--- src/rtl/ctrl_pkg.sv ---
`default_nettype none
// ============================================================================
// Module      : ctrl_pkg
// Description : Shared types and constants for the multi-cycle RV32I
//               control unit: opcodes, FSM states, ALU classes, trap causes.
// Revision    : 1.0 - initial release
// ============================================================================
package ctrl_pkg;

    // RV32I major opcodes handled by this controller
    localparam logic [6:0] OP_RTYPE  = 7'b0110011;
    localparam logic [6:0] OP_LOAD   = 7'b0000011;
    localparam logic [6:0] OP_STORE  = 7'b0100011;
    localparam logic [6:0] OP_BRANCH = 7'b1100011;

    // ALU operation classes
    localparam logic [1:0] ALU_ADD   = 2'd0;
    localparam logic [1:0] ALU_SUB   = 2'd1;
    localparam logic [1:0] ALU_FUNCT = 2'd2;

    // Trap cause codes
    localparam logic [1:0] TRAP_NONE    = 2'd0;
    localparam logic [1:0] TRAP_ILLEGAL = 2'd1;
    localparam logic [1:0] TRAP_TIMEOUT = 2'd2;

    // Controller states
    typedef enum logic [3:0] {
        S_FETCH     = 4'd0,
        S_DECODE    = 4'd1,
        S_EXEC_R    = 4'd2,
        S_EXEC_ADDR = 4'd3,
        S_EXEC_BR   = 4'd4,
        S_MEM_RD    = 4'd5,
        S_MEM_WR    = 4'd6,
        S_WB_R      = 4'd7,
        S_WB_LD     = 4'd8,
        S_TRAP      = 4'd9
    } state_t;

    // True for states that hold a request on the shared memory port
    function automatic logic is_mem_state(input state_t s);
        return (s == S_FETCH) || (s == S_MEM_RD) || (s == S_MEM_WR);
    endfunction

endpackage : ctrl_pkg
`default_nettype wire

--- src/rtl/ctrl_wait_timer.sv ---
`default_nettype none
// ============================================================================
// Module      : ctrl_wait_timer
// Description : Counts cycles a memory request is held without mem_ready and
//               flags a timeout when the count reaches MEM_TIMEOUT while the
//               request is still outstanding.
// Revision    : 1.0 - initial release
// ============================================================================
module ctrl_wait_timer #(
    parameter int MEM_TIMEOUT = 15
) (
    input  logic clk,
    input  logic rst_n,
    input  logic i_active,   // a memory request is being held this cycle
    input  logic i_ready,    // memory completes the request this cycle
    input  logic i_clear,    // controller changes state this cycle
    output logic o_timeout
);

    localparam int c_CW = (MEM_TIMEOUT < 1) ? 1 : $clog2(MEM_TIMEOUT + 1);
    localparam logic [c_CW-1:0] c_LIMIT = c_CW'(MEM_TIMEOUT);

    logic [c_CW-1:0] r_count;

    // A ready in the limit cycle wins over the timeout
    assign o_timeout = i_active && !i_ready && (r_count == c_LIMIT);

    // Wait counter: cleared on any state change or completion, else counts stalls
    always_ff @(posedge clk) begin
        if (!rst_n) begin
            r_count <= '0;
        end else if (i_clear || i_ready || !i_active) begin
            r_count <= '0;
        end else if (r_count != c_LIMIT) begin
            r_count <= r_count + c_CW'(1);
        end
    end

endmodule : ctrl_wait_timer
`default_nettype wire

--- src/rtl/multicycle_control.sv ---
`default_nettype none
// ============================================================================
// Module      : multicycle_control
// Description : Multi-cycle main controller for the RV32I R-type/load/store/
//               branch subset. Sequences FETCH/DECODE/EXECUTE/MEMORY/WB over
//               a shared memory port with a request/ready handshake, traps on
//               illegal opcodes or memory timeouts, and counts retirements.
// Revision    : 1.0 - initial release
// ============================================================================
module multicycle_control
    import ctrl_pkg::*;
#(
    parameter int ALU_OP_WIDTH = 2,
    parameter int OPCODE_WIDTH = 7,
    parameter int MEM_TIMEOUT  = 15,
    parameter int CNT_WIDTH    = 32
) (
    input  logic                    clk,
    input  logic                    rst_n,
    input  logic [OPCODE_WIDTH-1:0] opcode,
    input  logic                    zero,
    input  logic                    mem_ready,
    output logic                    mem_req,
    output logic                    mem_we,
    output logic                    i_or_d,
    output logic                    ir_write,
    output logic                    pc_write,
    output logic                    pc_src,
    output logic                    alu_src,
    output logic [ALU_OP_WIDTH-1:0] alu_op,
    output logic                    reg_write,
    output logic                    mem_to_reg,
    output logic                    retire,
    output logic [CNT_WIDTH-1:0]    instret,
    output logic                    trap,
    output logic [1:0]              trap_cause
);

    state_t               r_state;
    state_t               w_next;
    logic [CNT_WIDTH-1:0] r_instret;
    logic                 r_trap;
    logic [1:0]           r_trap_cause;

    logic       w_timeout;
    logic       w_mem_active;
    logic       w_state_change;
    logic [1:0] w_cause;
    logic [1:0] w_alu_op;

    logic w_mem_req, w_mem_we, w_i_or_d, w_ir_write, w_pc_write, w_pc_src;
    logic w_alu_src, w_reg_write, w_mem_to_reg, w_retire;

    assign w_mem_active   = is_mem_state(r_state);
    assign w_state_change = (w_next != r_state);

    ctrl_wait_timer #(
        .MEM_TIMEOUT (MEM_TIMEOUT)
    ) u_wait_timer (
        .clk       (clk),
        .rst_n     (rst_n),
        .i_active  (w_mem_active),
        .i_ready   (mem_ready),
        .i_clear   (w_state_change),
        .o_timeout (w_timeout)
    );

    // State register plus sticky trap status and retirement counter
    always_ff @(posedge clk) begin
        if (!rst_n) begin
            r_state      <= S_FETCH;
            r_instret    <= '0;
            r_trap       <= 1'b0;
            r_trap_cause <= TRAP_NONE;
        end else begin
            r_state <= w_next;
            if (w_retire) begin
                r_instret <= r_instret + CNT_WIDTH'(1);
            end
            if ((w_next == S_TRAP) && (r_state != S_TRAP)) begin
                r_trap       <= 1'b1;
                r_trap_cause <= w_cause;
            end
        end
    end

    // Next-state and output decode; enables are forced low during reset
    always_comb begin
        w_next       = r_state;
        w_cause      = TRAP_NONE;
        w_mem_req    = 1'b0;
        w_mem_we     = 1'b0;
        w_i_or_d     = 1'b0;
        w_ir_write   = 1'b0;
        w_pc_write   = 1'b0;
        w_pc_src     = 1'b0;
        w_alu_src    = 1'b0;
        w_alu_op     = ALU_ADD;
        w_reg_write  = 1'b0;
        w_mem_to_reg = 1'b0;
        w_retire     = 1'b0;

        case (r_state)
            S_FETCH: begin
                w_mem_req = 1'b1;
                if (mem_ready) begin
                    w_ir_write = 1'b1;
                    w_pc_write = 1'b1;
                    w_next     = S_DECODE;
                end else if (w_timeout) begin
                    w_cause = TRAP_TIMEOUT;
                    w_next  = S_TRAP;
                end
            end
            S_DECODE: begin
                if (opcode == OPCODE_WIDTH'(OP_RTYPE)) begin
                    w_next = S_EXEC_R;
                end else if ((opcode == OPCODE_WIDTH'(OP_LOAD)) ||
                             (opcode == OPCODE_WIDTH'(OP_STORE))) begin
                    w_next = S_EXEC_ADDR;
                end else if (opcode == OPCODE_WIDTH'(OP_BRANCH)) begin
                    w_next = S_EXEC_BR;
                end else begin
                    w_cause = TRAP_ILLEGAL;
                    w_next  = S_TRAP;
                end
            end
            S_EXEC_R: begin
                w_alu_op = ALU_FUNCT;
                w_next   = S_WB_R;
            end
            S_EXEC_ADDR: begin
                w_alu_src = 1'b1;
                w_next    = (opcode == OPCODE_WIDTH'(OP_STORE)) ? S_MEM_WR : S_MEM_RD;
            end
            S_EXEC_BR: begin
                w_alu_op   = ALU_SUB;
                w_pc_src   = 1'b1;
                w_pc_write = zero;
                w_retire   = 1'b1;
                w_next     = S_FETCH;
            end
            S_MEM_RD: begin
                w_mem_req = 1'b1;
                w_i_or_d  = 1'b1;
                if (mem_ready) begin
                    w_next = S_WB_LD;
                end else if (w_timeout) begin
                    w_cause = TRAP_TIMEOUT;
                    w_next  = S_TRAP;
                end
            end
            S_MEM_WR: begin
                w_mem_req = 1'b1;
                w_i_or_d  = 1'b1;
                w_mem_we  = 1'b1;
                if (mem_ready) begin
                    w_retire = 1'b1;
                    w_next   = S_FETCH;
                end else if (w_timeout) begin
                    w_cause = TRAP_TIMEOUT;
                    w_next  = S_TRAP;
                end
            end
            S_WB_R: begin
                w_reg_write = 1'b1;
                w_retire    = 1'b1;
                w_next      = S_FETCH;
            end
            S_WB_LD: begin
                w_reg_write  = 1'b1;
                w_mem_to_reg = 1'b1;
                w_retire     = 1'b1;
                w_next       = S_FETCH;
            end
            S_TRAP: begin
                w_next = S_TRAP;
            end
            default: begin
                w_next = S_FETCH;
            end
        endcase

        if (!rst_n) begin
            w_mem_req   = 1'b0;
            w_mem_we    = 1'b0;
            w_ir_write  = 1'b0;
            w_pc_write  = 1'b0;
            w_reg_write = 1'b0;
            w_retire    = 1'b0;
        end
    end

    assign mem_req    = w_mem_req;
    assign mem_we     = w_mem_we;
    assign i_or_d     = w_i_or_d;
    assign ir_write   = w_ir_write;
    assign pc_write   = w_pc_write;
    assign pc_src     = w_pc_src;
    assign alu_src    = w_alu_src;
    assign alu_op     = ALU_OP_WIDTH'(w_alu_op);
    assign reg_write  = w_reg_write;
    assign mem_to_reg = w_mem_to_reg;
    assign retire     = w_retire;
    assign instret    = r_instret;
    assign trap       = r_trap;
    assign trap_cause = r_trap_cause;

endmodule : multicycle_control
`default_nettype wire

--- config.mk ---
export PLATFORM = sky130hd
export DESIGN_NAME = multicycle_control
export DESIGN_NICKNAME = d
export VERILOG_FILES = /design/src/rtl/ctrl_pkg.sv /design/src/rtl/ctrl_wait_timer.sv /design/src/rtl/multicycle_control.sv
export SDC_FILE = /design/constraint.sdc
export NUM_CORES = 1
export LEC_CHECK = 0
export CAP_MARGIN = 0
export CORE_ASPECT_RATIO = 1.1
export CORE_MARGIN = 2
export CORE_UTILIZATION = 31
export CTS_BUF_LIST = sky130_fd_sc_hd__clkbuf_8 sky130_fd_sc_hd__clkbuf_16
export DETAILED_ROUTE_END_ITERATION = 6
export PLACE_DENSITY_LB_ADDON = 0.2
export SLEW_MARGIN = 20
export SYNTH_ARGS = -nofsm -noshare
export SYNTH_HDL_FRONTEND = slang
export SYNTH_SLANG_ARGS = --single-unit
--- constraint.sdc ---
create_clock -name clk -period 2.4 [get_ports clk]
set_input_delay 0.24 -clock clk [delete_from_list [all_inputs] [get_ports clk]]
set_output_delay 0.24 -clock clk [all_outputs]
set_load 0.02 [all_outputs]
==> results.txt <==
status - finished, final reports clean
YS warnings - 0
Area growth syn-to-layout - 31.98%
flops & latches, synth - 43
CTS tree - built
Max-Cap Viols - 0
setup violators final - 0
Initial DRC Count - 132
port buffer count - 57
cell taking the most area after synthesis - dfxtp_1
sequential share of the synthesized area - 33.33%
share of Yosys cell area claimed by the top area cell type - 33.33%
f_max - 0.4473 GHz
largest net degree at the start of global routing - 47
final routed DRC violation total - 0
Crit Path Category - flop to output pin
# diodes - 0
Die Y - 99.73 microns
Yosys cell types - 45
required time at the worst-slack endpoint - 2160 ps
RSZ-0062 raised after global routing - false
Worst Path Arrival - 2000 ps
Tot GR Track Use - 14.38%
Slowest-stage cell, CP - clkdlybuf4s50_1
Commonest cells post-synth - dfxtp_1, nand2_1, nand2b_1, a21oi_1, mux2i_1
wire length per cell - 13.51 microns
DRT Wirelength - 6.308 mm
CORE AREA - 7998 sq um
Hold Buf Count CTS - 0
CP top delay family - buffers and inverters
P per Cell Area - 481.6 nW/um^2
top cells by area, synth - dfxtp_1, mux2i_1, nor4_2, nand2b_1, nand2_1
Placer Congestion - 0.7554
EDFF count, synth - 0
flop2flop setup slack - 350 ps
Final Max Slew Viols - 0
setup_tns - 0 ps
LEAKAGE - 1.129 nW
DP HPWL - 4.545 mm
worst ir drop on vdd - 0.3203 mV
io pins - 58
Detail Route Antenna Nets - 0
Max FO, Critical Path - 10
Worst Skew - 15.20 ps
drt via density - 5.278
Synth Net Count - 321
row count - 34
Avg Cell Area, Syn - 8.385 sq um
grt ovf - 0
clk_lat worst skew - 300 ps
NumNets Final - 371
TritonCTS Buffers - 5
Initial Utilization - 32.29%
Tightest Pin Transition - 580.0 ps
CP Launch Type - flop
CP Cell Sequence - buf_4 -> nand2b_1 -> nor3_1 -> clkdlybuf4s50_1
Vias - 2465
Clock Tree Buf Depth - 2
Synth async-reset ratio - 0%
clock slew at reported path FFs - 90 ps
worst hold path class - flop to flop
Die Area - 9077 sq um
Worst slew margin - 61.24%
Post-Synthesis Cells - 308
worst path bufs/invs - 2
Syn Std Cell Area - 2582 sq um
Critical Path End Type - output pin
die width - 91.03 microns
Place WS - 205.3 ps
Final min period - 2236 ps
WHS - 474.2 ps
Tcrit/Tclk final - 93.15%
vias in the first global route - 2273
first-pass GRT wire length - 10.87 mm
layout cell share with drive strength beyond 1 - 9.192%
initial antenna violation count - 0
H-tree Lvls - 2
most numerous cell in the Yosys netlist - dfxtp_1
Sink Count - 43
top_reg_cell synth - dfxtp_1
TritonRoute pass-1 iters - 4
Fillers - 847
final hold vios - 0
CP max stage delay - 650 ps
Final WS setup - 164.4 ps
clk root buf - clkbuf_8
[final cells by class]
type                       count  area [sq um]  share of cell area [%]
clock buffer                   5         68.82                   2.019
clock inverter                 3         63.81                   1.872
inverter                       5         18.77                  0.5507
multi-input combinational    235          1594                   46.77
sequential                    43         860.8                   25.26
tap                          108         135.1                   3.965
timing repair buffer          68         666.9                   19.57
[repair_timing]
action / 4_1_cts / 5_1_grt
buffers inserted: 0 / 0
cloned: 0 / 0
gates resized for setup: 1 / 1
endpoints found under the setup margin: 1 / 1
[worst register-to-register path: stages, from the launching register on]
cell and delay (ps):
dfxtp_1 420, nand2b_1 180, a2111o_1 500, buf_12 210
or4_1 530, a21oi_1 150
[through the flow]
step	power, mW	instance area, sq um	instances	utilization, %
2_1_floorplan	0.8977	2582	308	-
3_3_place_gp	0.9856	3274	459	40.94
3_5_place_dp	0.9873	3274	459	40.94
4_1_cts	1.665	3406	467	42.58
5_1_grt	1.712	3408	467	42.62
6_report	1.641	3408	467	42.62
[cell families after synthesis]
family | share of synthesized area (%)
and+or+nand+nor | 36.63
AOI/OAI and AO/OA | 14.34
DFF | 33.33
buffers and inverters | 4.942
muxes | 6.977
xor gates and xnor gates | 2.035
adders and majority gates | 1.744
[worst paths after layout]
kind               start           to  cells past startpoint
min          instret[31]  instret[31]                      2
max           r_state[1]    alu_op[1]                      4
max reg2reg   r_state[2]  instret[14]                      5
min reg2reg  instret[31]  instret[31]                      2
[power breakdown]
| part | total (mW) | switching, mW | internal [mW] |
|---|---|---|---|
| clock network | 0.673 | 0.261 | 0.412 |
| logic | 0.226 | 0.126 | 0.101 |
| registers | 0.742 | 0.0166 | 0.726 |
| total | 1.64 | 0.403 | 1.24 |
[flip-flops by register name, indices dropped and copies added (netlist names)]
| register | flops |
|---|---|
| instret | 32 |
| r_state | 4 |
| trap | 1 |
| trap_cause | 2 |
| u_wait_timer.r_count | 4 |
[cell usage in the layout (no fill, tap or decap), drive strengths merged, types with 5 or more instances in the layout]
cell and count:
o31a 5, clkdlybuf4s50 55, or4 11, mux2i 18
nand3 14, and2 5, clkbuf 5, nor3 5
nor2b 5, nor2 17, nand2b 19, and4 5
nand2 31, nand4 8, and3 8, o31ai 12
dfxtp 43, a21oi 18, nor4 17, inv 6
buf 11
[metal layers]
layer	share of wire, %	GRT usage (%)
met5	0	0
met4	0.81	3.963
met3	4.7	2.652
met2	47	23.36
met1	47	19.61
No activity file was read; power rests on OpenSTA's default activity.
